### config.mk
export PLATFORM = sky130hd
export DESIGN_NAME = mem_access_ctrl
export DESIGN_NICKNAME = d
export VERILOG_FILES = /design/src/rtl/mem_ctrl_pkg.sv /design/src/rtl/mem_wait_timer.sv /design/src/rtl/mem_access_ctrl.sv
export SDC_FILE = /design/constraint.sdc
export NUM_CORES = 1
export LEC_CHECK = 0
export ABC_AREA = 1
export BUFFER_PORTS_ARGS = -buffer_cell sky130_fd_sc_hd__buf_4
export CELL_PAD_IN_SITES_DETAIL_PLACEMENT = 0
export CELL_PAD_IN_SITES_GLOBAL_PLACEMENT = 1
export CORE_UTILIZATION = 30
export CTS_BUF_LIST = sky130_fd_sc_hd__clkbuf_8
export DETAILED_ROUTE_END_ITERATION = 6
export GPL_ROUTABILITY_DRIVEN = 0
export PLACE_DENSITY = 0.69
export SLEW_MARGIN = 20
export SYNTH_ARGS = -nofsm -noshare
export SYNTH_HDL_FRONTEND = slang
export SYNTH_SLANG_ARGS = --single-unit
### constraint.sdc
create_clock -name clock -period 2.6 [get_ports clock]
set_clock_uncertainty 0.15 [all_clocks]
set_input_delay 0.26 -clock clock [delete_from_list [all_inputs] [get_ports clock]]
set_output_delay 0.26 -clock clock [all_outputs]
set_load 0.05 [all_outputs]
### src/rtl/mem_ctrl_pkg.sv
// rtl/mem_ctrl_pkg.sv - shared state encoding, width defaults and timer sizing for the memory access controller
package mem_ctrl_pkg;

  localparam logic [1:0] ST_IDLE   = 2'd0;
  localparam logic [1:0] ST_ACCESS = 2'd1;
  localparam logic [1:0] ST_RESP   = 2'd2;

  localparam int DATA_W_DEF      = 16;
  localparam int ADDR_W_DEF      = 16;
  localparam int MEM_DEPTH_DEF   = 256;
  localparam int WAIT_CYCLES_DEF = 1;

  // A zero-wait build still needs a one-bit counter.
  function automatic int timer_width(input int wait_cycles);
    int w;
    w = $clog2(wait_cycles + 1);
    return (w < 1) ? 1 : w;
  endfunction

endpackage

### src/rtl/mem_wait_timer.sv
// rtl/mem_wait_timer.sv - loadable down-counter that times the strobe window, with zero flag
module mem_wait_timer
  import mem_ctrl_pkg::*;
#(
  parameter int WAIT_CYCLES = WAIT_CYCLES_DEF
) (
  input  logic clock,
  input  logic reset,
  input  logic load,
  input  logic dec,
  output logic zero
);

  localparam int              CW   = timer_width(WAIT_CYCLES);
  localparam logic [CW-1:0]   INIT = CW'(WAIT_CYCLES);

  logic [CW-1:0] count;

  // Saturates at zero; only a load from IDLE restarts it.
  always_ff @(posedge clock or posedge reset) begin
    if (reset) begin
      count <= '0;
    end else if (load) begin
      count <= INIT;
    end else if (dec && (count != '0)) begin
      count <= count - 1'b1;
    end
  end

  assign zero = (count == '0);

endmodule

### src/rtl/mem_access_ctrl.sv
// rtl/mem_access_ctrl.sv - single-request load/store sequencer driving the 16-bit data Memory
// Optional out-of-range address rejection: MEM_ACCESS_ADDR_CHECK_EN
module mem_access_ctrl
  import mem_ctrl_pkg::*;
#(
  parameter int DATA_W      = DATA_W_DEF,
  parameter int ADDR_W      = ADDR_W_DEF,
  parameter int MEM_DEPTH   = MEM_DEPTH_DEF,
  parameter int WAIT_CYCLES = WAIT_CYCLES_DEF
) (
  input  logic              clock,
  input  logic              reset,
  input  logic              req_valid,
  output logic              req_ready,
  input  logic              req_write,
  input  logic [ADDR_W-1:0] req_addr,
  input  logic [DATA_W-1:0] req_wdata,
  output logic              rsp_valid,
  output logic [DATA_W-1:0] rsp_rdata,
  output logic              rsp_err,
  output logic [ADDR_W-1:0] mem_addr,
  output logic              mem_read,
  output logic              mem_write,
  output logic [DATA_W-1:0] mem_wdata,
  input  logic [DATA_W-1:0] mem_rdata
);

  localparam logic [ADDR_W:0] DEPTH_CMP = (ADDR_W+1)'(MEM_DEPTH);

  logic [1:0]        state;
  logic [1:0]        next_state;
  logic              accept;
  logic              addr_bad;
  logic              timer_zero;
  logic              write_q;
  logic [ADDR_W-1:0] addr_q;

`ifdef MEM_ACCESS_ADDR_CHECK_EN
  assign addr_bad = ({1'b0, req_addr} >= DEPTH_CMP);
`else
  logic unused_depth;
  assign addr_bad     = 1'b0;
  assign unused_depth = ^DEPTH_CMP;
`endif

  mem_wait_timer #(
    .WAIT_CYCLES(WAIT_CYCLES)
  ) u_timer (
    .clock (clock),
    .reset (reset),
    .load  (accept && !addr_bad),
    .dec   (state == ST_ACCESS),
    .zero  (timer_zero)
  );

  always_comb begin
    next_state = state;
    accept     = 1'b0;
    case (state)
      ST_IDLE: begin
        if (req_valid && req_ready) begin
          accept     = 1'b1;
          next_state = addr_bad ? ST_RESP : ST_ACCESS;
        end
      end
      ST_ACCESS: begin
        if (timer_zero) begin
          next_state = ST_RESP;
        end
      end
      ST_RESP:  next_state = ST_IDLE;
      default:  next_state = ST_IDLE;
    endcase
  end

  // req_ready is registered so it stays low through reset and rises one edge after release.
  always_ff @(posedge clock or posedge reset) begin
    if (reset) begin
      state     <= ST_IDLE;
      req_ready <= 1'b0;
      rsp_valid <= 1'b0;
      rsp_rdata <= '0;
      mem_addr  <= '0;
      mem_read  <= 1'b0;
      mem_write <= 1'b0;
      mem_wdata <= '0;
      write_q   <= 1'b0;
      addr_q    <= '0;
    end else begin
      state     <= next_state;
      req_ready <= (next_state == ST_IDLE);
      rsp_valid <= 1'b0;
      case (state)
        ST_IDLE: begin
          if (accept) begin
            if (addr_bad) begin
              rsp_valid <= 1'b1;
            end else begin
              write_q   <= req_write;
              addr_q    <= req_addr;
              mem_addr  <= req_addr;
              mem_wdata <= req_wdata;
              mem_read  <= !req_write;
              mem_write <= req_write;
            end
          end
        end
        ST_ACCESS: begin
          if (timer_zero) begin
            // Parking on the inverse forces an address change before a repeat access.
            mem_read  <= 1'b0;
            mem_write <= 1'b0;
            mem_addr  <= ~addr_q;
            rsp_valid <= 1'b1;
            if (!write_q) begin
              rsp_rdata <= mem_rdata;
            end
          end
        end
        default: ;
      endcase
    end
  end

`ifdef MEM_ACCESS_ADDR_CHECK_EN
  always_ff @(posedge clock or posedge reset) begin
    if (reset) begin
      rsp_err <= 1'b0;
    end else begin
      rsp_err <= accept && addr_bad;
    end
  end
`else
  assign rsp_err = 1'b0;
`endif

endmodule

== After elaboration in Yosys (flattened, before gate mapping) ==
Cells that the tools add are included.

* Register bits: 72
* Input port bits: 52
* Output and inout bits: 53
* Word-level logic and storage cells: 45

* $add $sub $neg: 1
* Eq/ne operators: 3
* Mux-type cells: 17
* Bitwise gates (word level): 3
* Reduce and logical (&&, ||, !) cells: 10

{| class="wikitable"
|+ Operators with widths
! operator !! count
|-
| $mux W16 || 2
|-
| $pmux W16 S2 || 1
|-
| $not A16 Y16 || 1
|-
| $mux W1 || 9
|-
| $reduce_and A3 Y1 || 2
|-
| $logic_not A2 Y1 || 2
|-
| $mux W2 || 2
|-
| $ne A2 B2 Y1 const B || 2
|-
| $pmux W1 S2 || 2
|-
| $pmux W2 S2 || 1
|-
| $reduce_bool A2 Y1 || 2
|-
| $eq A2 B1 Y1 const B || 1
|-
| $logic_and A1 B1 Y1 || 2
|-
| $not A1 Y1 || 2
|-
| $reduce_and A2 Y1 || 1
|-
| $logic_not A1 Y1 || 1
|-
| $sub A1 B1 Y1 const B || 1
|}

== Depth between registers and ports, before layout ==
Gate-level depths: netlist (run 1).

* Word-level depth: 5
* Mapped depth: 7
* Depth with buffers taken out: 6

== Modules after synthesis ==
A second synthesis (run 1) with hierarchy kept.

* Cells, all modules: 367
* Area, all modules: 3061.7 um^2

{| class="wikitable"
|+ By module, submodules not included
! module !! instances !! cells an instance !! area each (um^2)
|-
| mem_access_ctrl || 1 || 360 || 3014.1
|-
| mem_wait_timer || 1 || 7 || 47.5
|}

== Least setup slack after synthesis (run 1) ==
OpenSTA, ideal clock, no wires.

* Kind: flip-flop to flip-flop
* Start: register req_ready
* End: register mem_addr[0]
* Arrival time: 1.312 ns
* Setup slack: 1.020 ns
* Stages on the path, launching flop included: 8
* Path buffers: 2
* Cell sequence: dfrtp_1 > nand2_1 > inv_1 > nand2_2 > buf_6 > buf_6 > nand3_1 > nand2_1

* Longest elaborated chain between the ends: 5

{| class="wikitable"
|+ Ends and longest elaborated chain
! element !! RTL line !! text
|-
| from (decl) || mem_access_ctrl.sv:14 || <nowiki>output logic req_ready,</nowiki>
|-
| from (signal assigned) || mem_access_ctrl.sv:91 || <nowiki>req_ready <= (next_state == ST_IDLE);</nowiki>
|-
| $logic_and A1 B1 Y1 || mem_access_ctrl.sv:61 || <nowiki>if (req_valid && req_ready) begin</nowiki>
|-
| $mux W1 || mem_access_ctrl.sv:61 ||
|-
| $mux W1 || mem_access_ctrl.sv:59 || <nowiki>case (state)</nowiki>
|-
| $ne A2 B2 Y1 (no line) || - ||
|-
| $reduce_and A3 Y1 (no line) || - ||
|-
| to (signal assigned) || mem_access_ctrl.sv:101 || <nowiki>mem_addr <= req_addr;</nowiki>
|-
| to (signal assigned) || mem_access_ctrl.sv:113 || <nowiki>mem_addr <= ~addr_q;</nowiki>
|-
| to (decl) || mem_access_ctrl.sv:21 || <nowiki>output logic [ADDR_W-1:0] mem_addr,</nowiki>
|}

No other way between the ends.
A chain may end at the register's enable or synchronous reset.

== Final worst setup path (run 1) ==
* Start: register state[1]
* End: register mem_addr[5]

* Longest elaborated chain between the ends: 4
* Elaborated cells between the ends (all ways): 8

{| class="wikitable"
|+ Ends and longest elaborated chain
! element !! RTL line !! text
|-
| from (decl) || mem_access_ctrl.sv:30 || <nowiki>logic [1:0] state;</nowiki>
|-
| from (signal assigned) || mem_access_ctrl.sv:90 || <nowiki>state <= next_state;</nowiki>
|-
| $logic_not A2 Y1 || mem_access_ctrl.sv:59, mem_access_ctrl.sv:93 ||
|-
| $mux W1 || mem_access_ctrl.sv:59 ||
|-
| $ne A2 B2 Y1 (no line) || - ||
|-
| $reduce_and A3 Y1 (no line) || - ||
|}

Parallel ways exist; a longest one is shown, timed or not.

==> metrics.cfg, run 1 <==
[final_layout]
nNetsFinal = 561
fin_cells = 647
fin_area_sq_um = 4600
drive_gt1_share_pct = 26.7
fin_util_pct = 46.4
area_growth_pct = 48.1
num_antenna_cells = 0

[logic_synthesis]
synthTopCellsByArea = dfrtp_1 58%, nand2_1 20%, nand3_1 8.1%, buf_6 2.9%, inv_1 2.7%
synth_nets = 415
synth_seq_cells = 72
synth-seq-area-share_pct = 58.0
yosysWarnings = 0
syn_area_sq_um = 3110
synth_top_area_share_pct = 58.0
synth_cell_type_count = 19
synth_area_leader_cell = dfrtp_1
syn_inst = 363
syn_area_per_cell_sq_um = 8.56

[clock_network]
cts.sinks = 72
ctsHoldBuffers = 46
clkLatencyLatePin_ps = 340
post_cts_buffers = 0
root_buffer = clkbuf_8
htreeDepth = 3
clk_pin_slew_worst_paths_ps = 80
cts_tree = yes
cts_buffer_depth = 2
cts_resized = 0
numCtsBuffers = 9

[worst_setup_path]
critPathMostFrequentCell = nand2_1
crit_required_ps = 2730
critPathSlowestCell = nand3_2
critPathBufInv = 1
worstPathArrival_ps = 2140
critical_path.max_stage_delay_ps = 460
startpoint_type = flop
crit_chain = inv_2 -> nand3_2 -> nand2_2 -> nand2_1 -> nand2_1
critPathCaptureType = flop
critPathTopFamily = simple AND/OR/NAND/NOR gates
path_max_fanout = 21
setup.worst_path.class = reg -> reg

[timing]
final.setup.tns_ps = 0
tightest_slew_ps = 554
period_needed_ps = 2020
max_freq_ghz = 0.496
hold_ws_ps = 8.67
slew_viol_final = 0
fin_crit_sh_pct = 77.6
final_hold_viol_count = 0
setup_viol = 0
slew_headroom_pct = 63.0
rsz0062_at_grt = no

[status]
status = completed

[routing]
vias = 2825
wire_per_inst_um = 12.7
drtAntennaViolNets = 0
dr.pass1.iters = 4
drt_iter0_drc = 105
post-route-drc-count = 0
avgViaCountPerCell = 4.37
wl_um = 8210

[pwr]
p_leak_uw = 0.00248
power_per_cell_area_nw_per_um2 = 1390
ir_worst_vdd_uv = 685

[floorplanning]
io_pins = 105
core-area_sq_um = 9910
fp.dieW_um = 104
initial_utilization_pct = 31.3
placementRows = 36
dieArea_sq_um = 10800
die_h_um = 104

[global_routing]
grt_max_degree = 40
grt_antenna_before_repair = 0
grt_pass1_wl_um = 14200
grt_overflow = 0
first_global_vias = 2945
grt_use_total_pct = 16.4

[placed_design]
placed_area_sq_um = 3940
io_buffer_count = 103
hpwlAfterDp_um = 5180
place_inst = 585

[hold_path]
worstHoldPathType = in -> reg

[run]
cap_viol_max_count = 0

==> per-stage QoR <==
stage	power [uW]	setup slack, ps
2_1_floorplan	4530	365
5_1_grt	6840	346
3_3_place_gp	5460	654
6_report	6390	583
4_1_cts	6450	528
3_5_place_dp	5490	557
==> tightest hold or removal path: stages <==
cell	delay [ps]
buf_4	80
nand2_1	40
o21ai_1	70
==> Yosys cell counts <==
master / number
buf_4: 5
nand2_2: 4
buf_6: 8
nor2_1: 1
nand2_4: 1
conb_1: 1
inv_1: 22
o21ai_1: 5
o21ai_0: 12
buf_2: 7
nand3_2: 1
nor2_2: 2
nand3_1: 50
nand2_1: 167
nor2_4: 1
a21oi_1: 1
inv_2: 2
inv_4: 1
dfrtp_1: 72
==> final timing paths <==
check                                    startpoint                   endpoint  slack (ps)  depth (start not counted)
setup / recovery                 state[1]$_DFF_PP0_    mem_addr[5]$_DFFE_PP0P_         580                          5
hold / removal                          req_addr[4]      addr_q[4]$_DFFE_PP0P_           9                          3
setup reg to reg                 state[1]$_DFF_PP0_    mem_addr[5]$_DFFE_PP0P_         580                          5
hold reg to reg            rsp_rdata[5]$_DFFE_PP0P_   rsp_rdata[5]$_DFFE_PP0P_         330                          2
max in group asynchronous                     reset        write_q$_DFFE_PP0P_        1220                          4
min in group asynchronous                     reset  rsp_rdata[13]$_DFFE_PP0P_         350                          3
==> state kept, by name, summed over array words and instances, names as in the netlist <==
| register | count |
|---|---|
| mem_addr | 16 |
| mem_wdata | 16 |
| mem_read | 1 |
| addr_q | 16 |
| rsp_valid | 1 |
| write_q | 1 |
| state | 2 |
| u_timer.count | 1 |
| mem_write | 1 |
| rsp_rdata | 16 |
| req_ready | 1 |
==> layer usage <==
metal	track usage [%]	share of wire, %	up-vias
li1	-	-	1413
met1	22.3	48	1315
met2	25.3	45	86
met3	3.65	5.9	11
met4	6.73	1.7	0
met5	0	0	-
==> report_power, final <==
part	internal, uW	total, uW	switching (uW)
Clock	465	896	431
Sequential	1660	1950	289
Combinational	1040	3540	2500
Total	3170	6390	3220
==> logic make-up after synthesis <==
family                 share of synthesized area, %
other                                         0.121
DFF                                            58.0
and+or+nand+nor                                30.6
AOI/OAI and AO/OA                              2.90
buffers and inverters                          8.34
==> area by class of cell <==
type / instances / area, sq um
Multi-Input combinational cell: 246 / 1040
Inverter: 25 / 97.6
Sequential cell: 72 / 1800
Clock inverter: 6 / 60.1
Clock buffer: 10 / 138
Fill cell: 969 / 5310
Timing Repair Buffer: 155 / 1290
Tap cell: 133 / 166
==> layout by cell type, fill, tap and decap left out <==
master / count
inv_1: 22
o21ai_1: 5
clkinv_4: 1
nand2_1: 167
clkinv_2: 3
nor2_4: 1
nor2_1: 1
inv_2: 2
buf_12: 1
conb_1: 1
o21ai_0: 12
nor2_2: 2
nand3_1: 50
nand3_2: 1
dlygate4sd3_1: 46
nand2_2: 4
clkbuf_8: 10
buf_4: 108
bufinv_16: 1
dfrtp_1: 72
a21oi_1: 1
nand2_4: 1
clkinvlp_4: 1
inv_4: 1
No activity file was read; power rests on OpenSTA's default activity.
==> run 2, diff against run 1 <==
--- a/config.mk
+++ b/config.mk
@@ -13,7 +13,7 @@
 export CTS_BUF_LIST = sky130_fd_sc_hd__clkbuf_8
 export DETAILED_ROUTE_END_ITERATION = 6
 export GPL_ROUTABILITY_DRIVEN = 0
-export PLACE_DENSITY = 0.69
+export PLACE_DENSITY = 0.71
 export SLEW_MARGIN = 20
 export SYNTH_ARGS = -nofsm -noshare
 export SYNTH_HDL_FRONTEND = slang
==> constraint.sdc (replaced) <==
create_clock -name clock -period 1.7 [get_ports clock]
set_clock_uncertainty 0.15 [all_clocks]
set_input_delay 0.17 -clock clock [delete_from_list [all_inputs] [get_ports clock]]
set_output_delay 0.17 -clock clock [all_outputs]
set_load 0.05 [all_outputs]
==> run 2 against run 1 <==
  * Core utilization grew 1.4 points
  * Clock power grew 56%
  * First-iteration DRC count shrank 5.7%
  * Largest power group unchanged
  * Highest routed layer unchanged
==> metrics.cfg, run 2 (synthesis results as in run 1) <==
[status]
status = completed

[pwr]
p_switching_uw = 4940  ; +54%
p_clk_share_pct = 14.1  ; about the same
swShare_pct = 49.8  ; -0.56 points
power_per_cell_area_nw_per_um2 = 2090  ; +51%
internal-power_uw = 4980  ; +57%
p_leak_uw = 0.00254  ; +2.2%
power_frac_seq_pct = 30.0  ; -0.6 points
ir_worst_vdd_uv = 1220  ; +78%
combPwrFrac_pct = 55.8  ; +0.4 points

[final_layout]
final_common_cell = nand2_1
fin_cells = 659  ; +1.9%
num_antenna_cells = 0  ; unchanged
nNetsFinal = 573  ; +2.1%
drive_gt1_share_pct = 27.6  ; +0.91 points
fin_util_pct = 47.8  ; +1.4 points
fillers = 972  ; +0.31%
final_cell_mix = 167 x nand2_1, 114 x buf_4, 72 x dfrtp_1, 50 x nand3_1, 50 x dlygate4sd3_1
area_growth_pct = 52.5

[timing]
fin_crit_sh_pct = 89.4  ; +12 points
max_freq_ghz = 0.658  ; +33%
hold_ws_ps = 227  ; +219 ps
setup_viol = 0  ; unchanged
slew_viol_final = 0  ; unchanged
period_needed_ps = 1520  ; -496 ps
final_hold_viol_count = 0  ; unchanged
final.setup.tns_ps = 0  ; unchanged
rsz0062_at_grt = no

[global_routing]
grt_use_total_pct = 16.2  ; -0.25 points
grt_overflow = 0  ; unchanged
first_global_vias = 2849  ; -3.3%
grt_max_degree = 40  ; unchanged
grt_pass1_wl_um = 14000  ; -1.7%
grt_antenna_before_repair = 0  ; unchanged

[worst_setup_path]
critPathCaptureType = flop
crit_chain = nand2_4 -> inv_4 -> nand2_2 -> nand2_1 -> nand2_1
r2r-start = state[0]$_DFF_PP0_
critical_path.max_stage_delay_ps = 540  ; +80 ps
path_max_fanout = 18  ; -14%
critPathMostFrequentCell = nand2_1
startpoint_type = flop
rr_endpoint = rsp_rdata[15]$_DFFE_PP0P_
crit_required_ps = 1780  ; -950 ps
reg2reg_slack_ps = 180  ; -400 ps
critPathSlowestCell = dfrtp_1
reg2reg_depth = 5  ; unchanged
worstPathArrival_ps = 1600  ; -540 ps
setup.worst_path.class = reg -> reg
cp-startpoint = state[0]$_DFF_PP0_
critPathBufInv = 1  ; unchanged
critPathTopFamily = simple AND/OR/NAND/NOR gates

[routing]
dr.pass1.iters = 4  ; unchanged
drt_iter0_drc = 99  ; -5.7%
avgViaCountPerCell = 4.33  ; -0.85%
drtAntennaViolNets = 0  ; unchanged
vias = 2853  ; +0.99%
post-route-drc-count = 0  ; unchanged
wl_um = 8140  ; -0.82%
wire_per_inst_um = 12.4  ; -2.6%

[placed_design]
hpwlAfterDp_um = 5500  ; +6.1%
io_buffer_count = 103  ; unchanged
place_inst = 593  ; +1.4%

[floorplanning]
die_h_um = 104  ; unchanged
fp.dieW_um = 104  ; unchanged
initial_utilization_pct = 31.3  ; unchanged
dieArea_sq_um = 10800  ; unchanged
placementRows = 36  ; unchanged
core-area_sq_um = 9910  ; unchanged
io_pins = 105  ; unchanged

[clock_network]
cts_tree = yes
numCtsBuffers = 9  ; unchanged
clk_pin_slew_worst_paths_ps = 80  ; about the same
cts_resized = 0  ; unchanged
root_buffer = clkbuf_8
post_cts_buffers = 0  ; unchanged
clkLatencyLatePin_ps = 340  ; about the same
cts_buffer_depth = 2  ; unchanged
cts.sinks = 72  ; unchanged
htreeDepth = 3  ; unchanged

[hold_path]
worstHoldPathType = in -> async

[run]
cap_viol_max_count = 0  ; unchanged

run 2: routing by layer:
metal	global-route usage (%)	up-vias	wire, um
li1	-	1440	-
met1	22.2	1323	3920
met2	25.2	80	3670
met3	3.46	10	450
met4	5.61	0	106
met5	0	-	0
run 2: stage by stage:
stage	worst slack, ps	cell area, sq um	power, uW
floorplan	120	3110	6930
CTS	142	4740	10000
global placement	190	4030	8440
detailed placement	164	4030	8510
finish	180	4740	9920
global route	6.86	4740	10600
run 2: worst max path at each step:
stage | cells past startpoint | to | slack (ps)
final | 5 | rsp_rdata[15]$_DFFE_PP0P_ | 180
after global routing | 5 | rsp_rdata[7]$_DFFE_PP0P_ | 7
after CTS | 5 | rsp_rdata[11]$_DFFE_PP0P_ | 140
after detailed placement | 5 | rsp_rdata[15]$_DFFE_PP0P_ | 160
after global placement | 5 | rsp_rdata[8]$_DFFE_PP0P_ | 190
after floorplan | 7 | mem_addr[0]$_DFFE_PP0P_ | 120
run 2: power by group through the flow:
stage	clock network [uW]	registers [uW]	logic [uW]
floorplan	0	4980	1940
global placement	0	2990	5440
detailed placement	0	3000	5500
CTS	1450	2990	5600
global route	1530	3070	6000
finish	1400	2980	5530
run 2: worst reg2reg max path, delay by kind of cell, from the launching register on:
family                 cells  cell delay [ps]
buffers and inverters      1              120
DFF                        1              540
and+or+nand+nor            4              600
run 2: final cells by class:
| cell class | instances | area, sq um | area share [%] |
|---|---|---|---|
| Tap cell | 133 | 166 | 3.51 |
| Timing Repair Buffer | 167 | 1420 | 29.9 |
| Clock inverter | 5 | 56.3 | 1.19 |
| Multi-Input combinational cell | 246 | 1040 | 22.1 |
| Clock buffer | 11 | 151 | 3.20 |
| Sequential cell | 72 | 1800 | 38.0 |
| Inverter | 25 | 100 | 2.11 |
run 2: timing repair:
item / CTS / global route
endpoints found under the hold margin: 136 / 0
setup endpoints to repair: 0 / 0
hold buffers: 50 / 0
==> run 3, diff against run 2 <==
--- a/config.mk
+++ b/config.mk
@@ -9,11 +9,11 @@
 export BUFFER_PORTS_ARGS = -buffer_cell sky130_fd_sc_hd__buf_4
 export CELL_PAD_IN_SITES_DETAIL_PLACEMENT = 0
 export CELL_PAD_IN_SITES_GLOBAL_PLACEMENT = 1
-export CORE_UTILIZATION = 30
+export CORE_UTILIZATION = 34
 export CTS_BUF_LIST = sky130_fd_sc_hd__clkbuf_8
 export DETAILED_ROUTE_END_ITERATION = 6
 export GPL_ROUTABILITY_DRIVEN = 0
-export PLACE_DENSITY = 0.71
+export PLACE_DENSITY = 0.79
 export SLEW_MARGIN = 20
 export SYNTH_ARGS = -nofsm -noshare
 export SYNTH_HDL_FRONTEND = slang
==> run 3 against run 2 <==
  * First-iteration DRC count down 4.0%
  * Setup slack gained 42 ps
  * Non-clock buffer count decreased by 2
  * Wire length fell by 2.3%
  * Cell area shrank 1.4%
  * Register-to-register slack better by 40 ps
  * Sequential share of layout area up 0.54 points
  * Critical path depth unchanged
==> metrics.cfg, run 3 (synthesis results as in run 1) <==
[floorplanning]
die_h_um = 97.6  ; -5.9%
dieArea_sq_um = 9520  ; -12%
fp.dieW_um = 97.6  ; -5.9%
core-area_sq_um = 8760  ; -12%
io_pins = 105  ; unchanged
placementRows = 34  ; -5.6%
initial_utilization_pct = 35.4  ; +4.1 points

[clock_network]
clk_pin_slew_worst_paths_ps = 70  ; about the same
clkLatencyLatePin_ps = 330  ; about the same
cts_tree = yes
post_cts_buffers = 0  ; unchanged
cts_buffer_depth = 2  ; unchanged
root_buffer = clkbuf_8
cts.sinks = 72  ; unchanged
cts_resized = 0  ; unchanged
ctsHoldBuffers = 50  ; unchanged
htreeDepth = 3  ; unchanged
numCtsBuffers = 9  ; unchanged

[routing]
wire_per_inst_um = 12.6  ; +2.0%
vias = 2879  ; +0.91%
dr.pass1.iters = 4  ; unchanged
post-route-drc-count = 0  ; unchanged
avgViaCountPerCell = 4.56  ; +5.4%
wl_um = 7950  ; -2.3%
drt_iter0_drc = 95  ; -4.0%
drtAntennaViolNets = 0  ; unchanged

[final_layout]
nNetsFinal = 571  ; -0.35%
fin_cells = 631  ; -4.2%
area_growth_pct = 50.4
fillers = 787  ; -19%
drive_gt1_share_pct = 27.0  ; -0.61 points
fin_area_sq_um = 4670  ; -1.4%
final_common_cell = nand2_1
num_antenna_cells = 0  ; unchanged
final_cell_mix = 167 x nand2_1, 112 x buf_4, 72 x dfrtp_1, 50 x nand3_1, 50 x dlygate4sd3_1

[pwr]
power_per_cell_area_nw_per_um2 = 2110  ; +0.60%
p_leak_uw = 0.00253  ; -0.28%
ir_worst_vdd_uv = 969  ; -21%

[worst_setup_path]
reg2reg_depth = 5  ; unchanged
critPathCaptureType = flop
critPathBufInv = 2  ; +1
crit_chain = inv_2 -> nand2_2 -> nor2_4 -> buf_4 -> o21ai_0
reg2reg_slack_ps = 220  ; +40 ps
critPathSlowestCell = dfrtp_1
critPathTopFamily = flip-flops
path_max_fanout = 26  ; +8
crit_required_ps = 1760  ; -20 ps
startpoint_type = flop
critical_path.max_stage_delay_ps = 540  ; about the same
worstPathArrival_ps = 1540  ; -60 ps
cp.depth = 5  ; unchanged
setup.worst_path.class = reg -> reg

[hold_path]
worstHoldPathType = in -> reg
hold_depth = 5

[global_routing]
grt_overflow = 0  ; unchanged
first_global_vias = 2837  ; -0.42%
grt_max_degree = 73  ; +83%
grt_pass1_wl_um = 13500  ; -3.0%
grt_use_total_pct = 17.6  ; +1.5 points
grt_antenna_before_repair = 0  ; unchanged

[timing]
fin_crit_sh_pct = 87.0  ; -2.5 points
hold_ws_ps = 262  ; +34.1 ps
rsz0062_at_grt = no
final_hold_viol_count = 0  ; unchanged
slew_viol_final = 0  ; unchanged
max_freq_ghz = 0.676  ; +2.8%
setup_viol = 0  ; unchanged
period_needed_ps = 1480  ; -41.9 ps
final.setup.tns_ps = 0  ; unchanged

[placed_design]
io_buffer_count = 103  ; unchanged
hpwlAfterDp_um = 4990  ; -9.1%
place_inst = 566  ; -4.6%
placed_area_sq_um = 3980  ; -1.1%

[run]
cap_viol_max_count = 0  ; unchanged

[status]
status = completed

run 3: changes by cell type in the layout (fill, tap and decap cells not counted):
cell        delta
clkbuf_8       -1
buf_4          -2
clkinvlp_4     -2
inv_1          +1
clkinv_2       +1
run 3: path summary, 6_finish.rpt:
path	start	to
setup reg to reg	state[0]$_DFF_PP0_	addr_q[6]$_DFFE_PP0P_
hold reg to reg	rsp_rdata[14]$_DFFE_PP0P_	rsp_rdata[14]$_DFFE_PP0P_
setup / recovery	state[0]$_DFF_PP0_	addr_q[6]$_DFFE_PP0P_
hold / removal	req_valid	req_ready$_DFF_PP0_
min in group asynchronous	reset	mem_wdata[5]$_DFFE_PP0P_
max in group asynchronous	reset	addr_q[3]$_DFFE_PP0P_
run 3: final cells by class:
| cell class | instances | area (sq um) | share of cell area, % |
|---|---|---|---|
| timing repair buffer | 165 | 1400 | 30.0 |
| clock inverter | 5 | 50.0 | 1.07 |
| multi-input combinational | 246 | 1040 | 22.4 |
| inverter | 25 | 100 | 2.14 |
| sequential | 72 | 1800 | 38.6 |
| tap | 108 | 135 | 2.89 |
| clock buffer | 10 | 138 | 2.95 |
run 3: metrics by stage:
step / util, % / setup WS [ps] / total power, uW
3_3_place_gp: 45.4 / 285 / 8440
4_1_cts: 53.3 / 207 / 9940
5_1_grt: 53.3 / 77.0 / 10500
3_5_place_dp: 45.4 / 220 / 8510
6_report: 53.3 / 222 / 9840
2_1_floorplan: - / 120 / 6930
run 3: power by group:
group	switching [uW]	total, uW	internal [uW]
logic	3830	5540	1710
registers	454	3000	2550
clock network	601	1300	697
run 3: worst min-delay path, delay by kind of cell:
kind	cells	cell delay, ps
AND/OR/NAND/NOR	3	260
buffers and inverters	2	270
run 3: routing by layer:
| metal | global-route usage, % | routed length [um] | vias to the layer above |
|---|---|---|---|
| met4 | 6.79 | 104 | 0 |
| met3 | 3.81 | 401 | 11 |
| li1 | - | - | 1431 |
| met5 | 0 | 0 | - |
| met1 | 23.2 | 3600 | 1354 |
| met2 | 28.3 | 3850 | 83 |
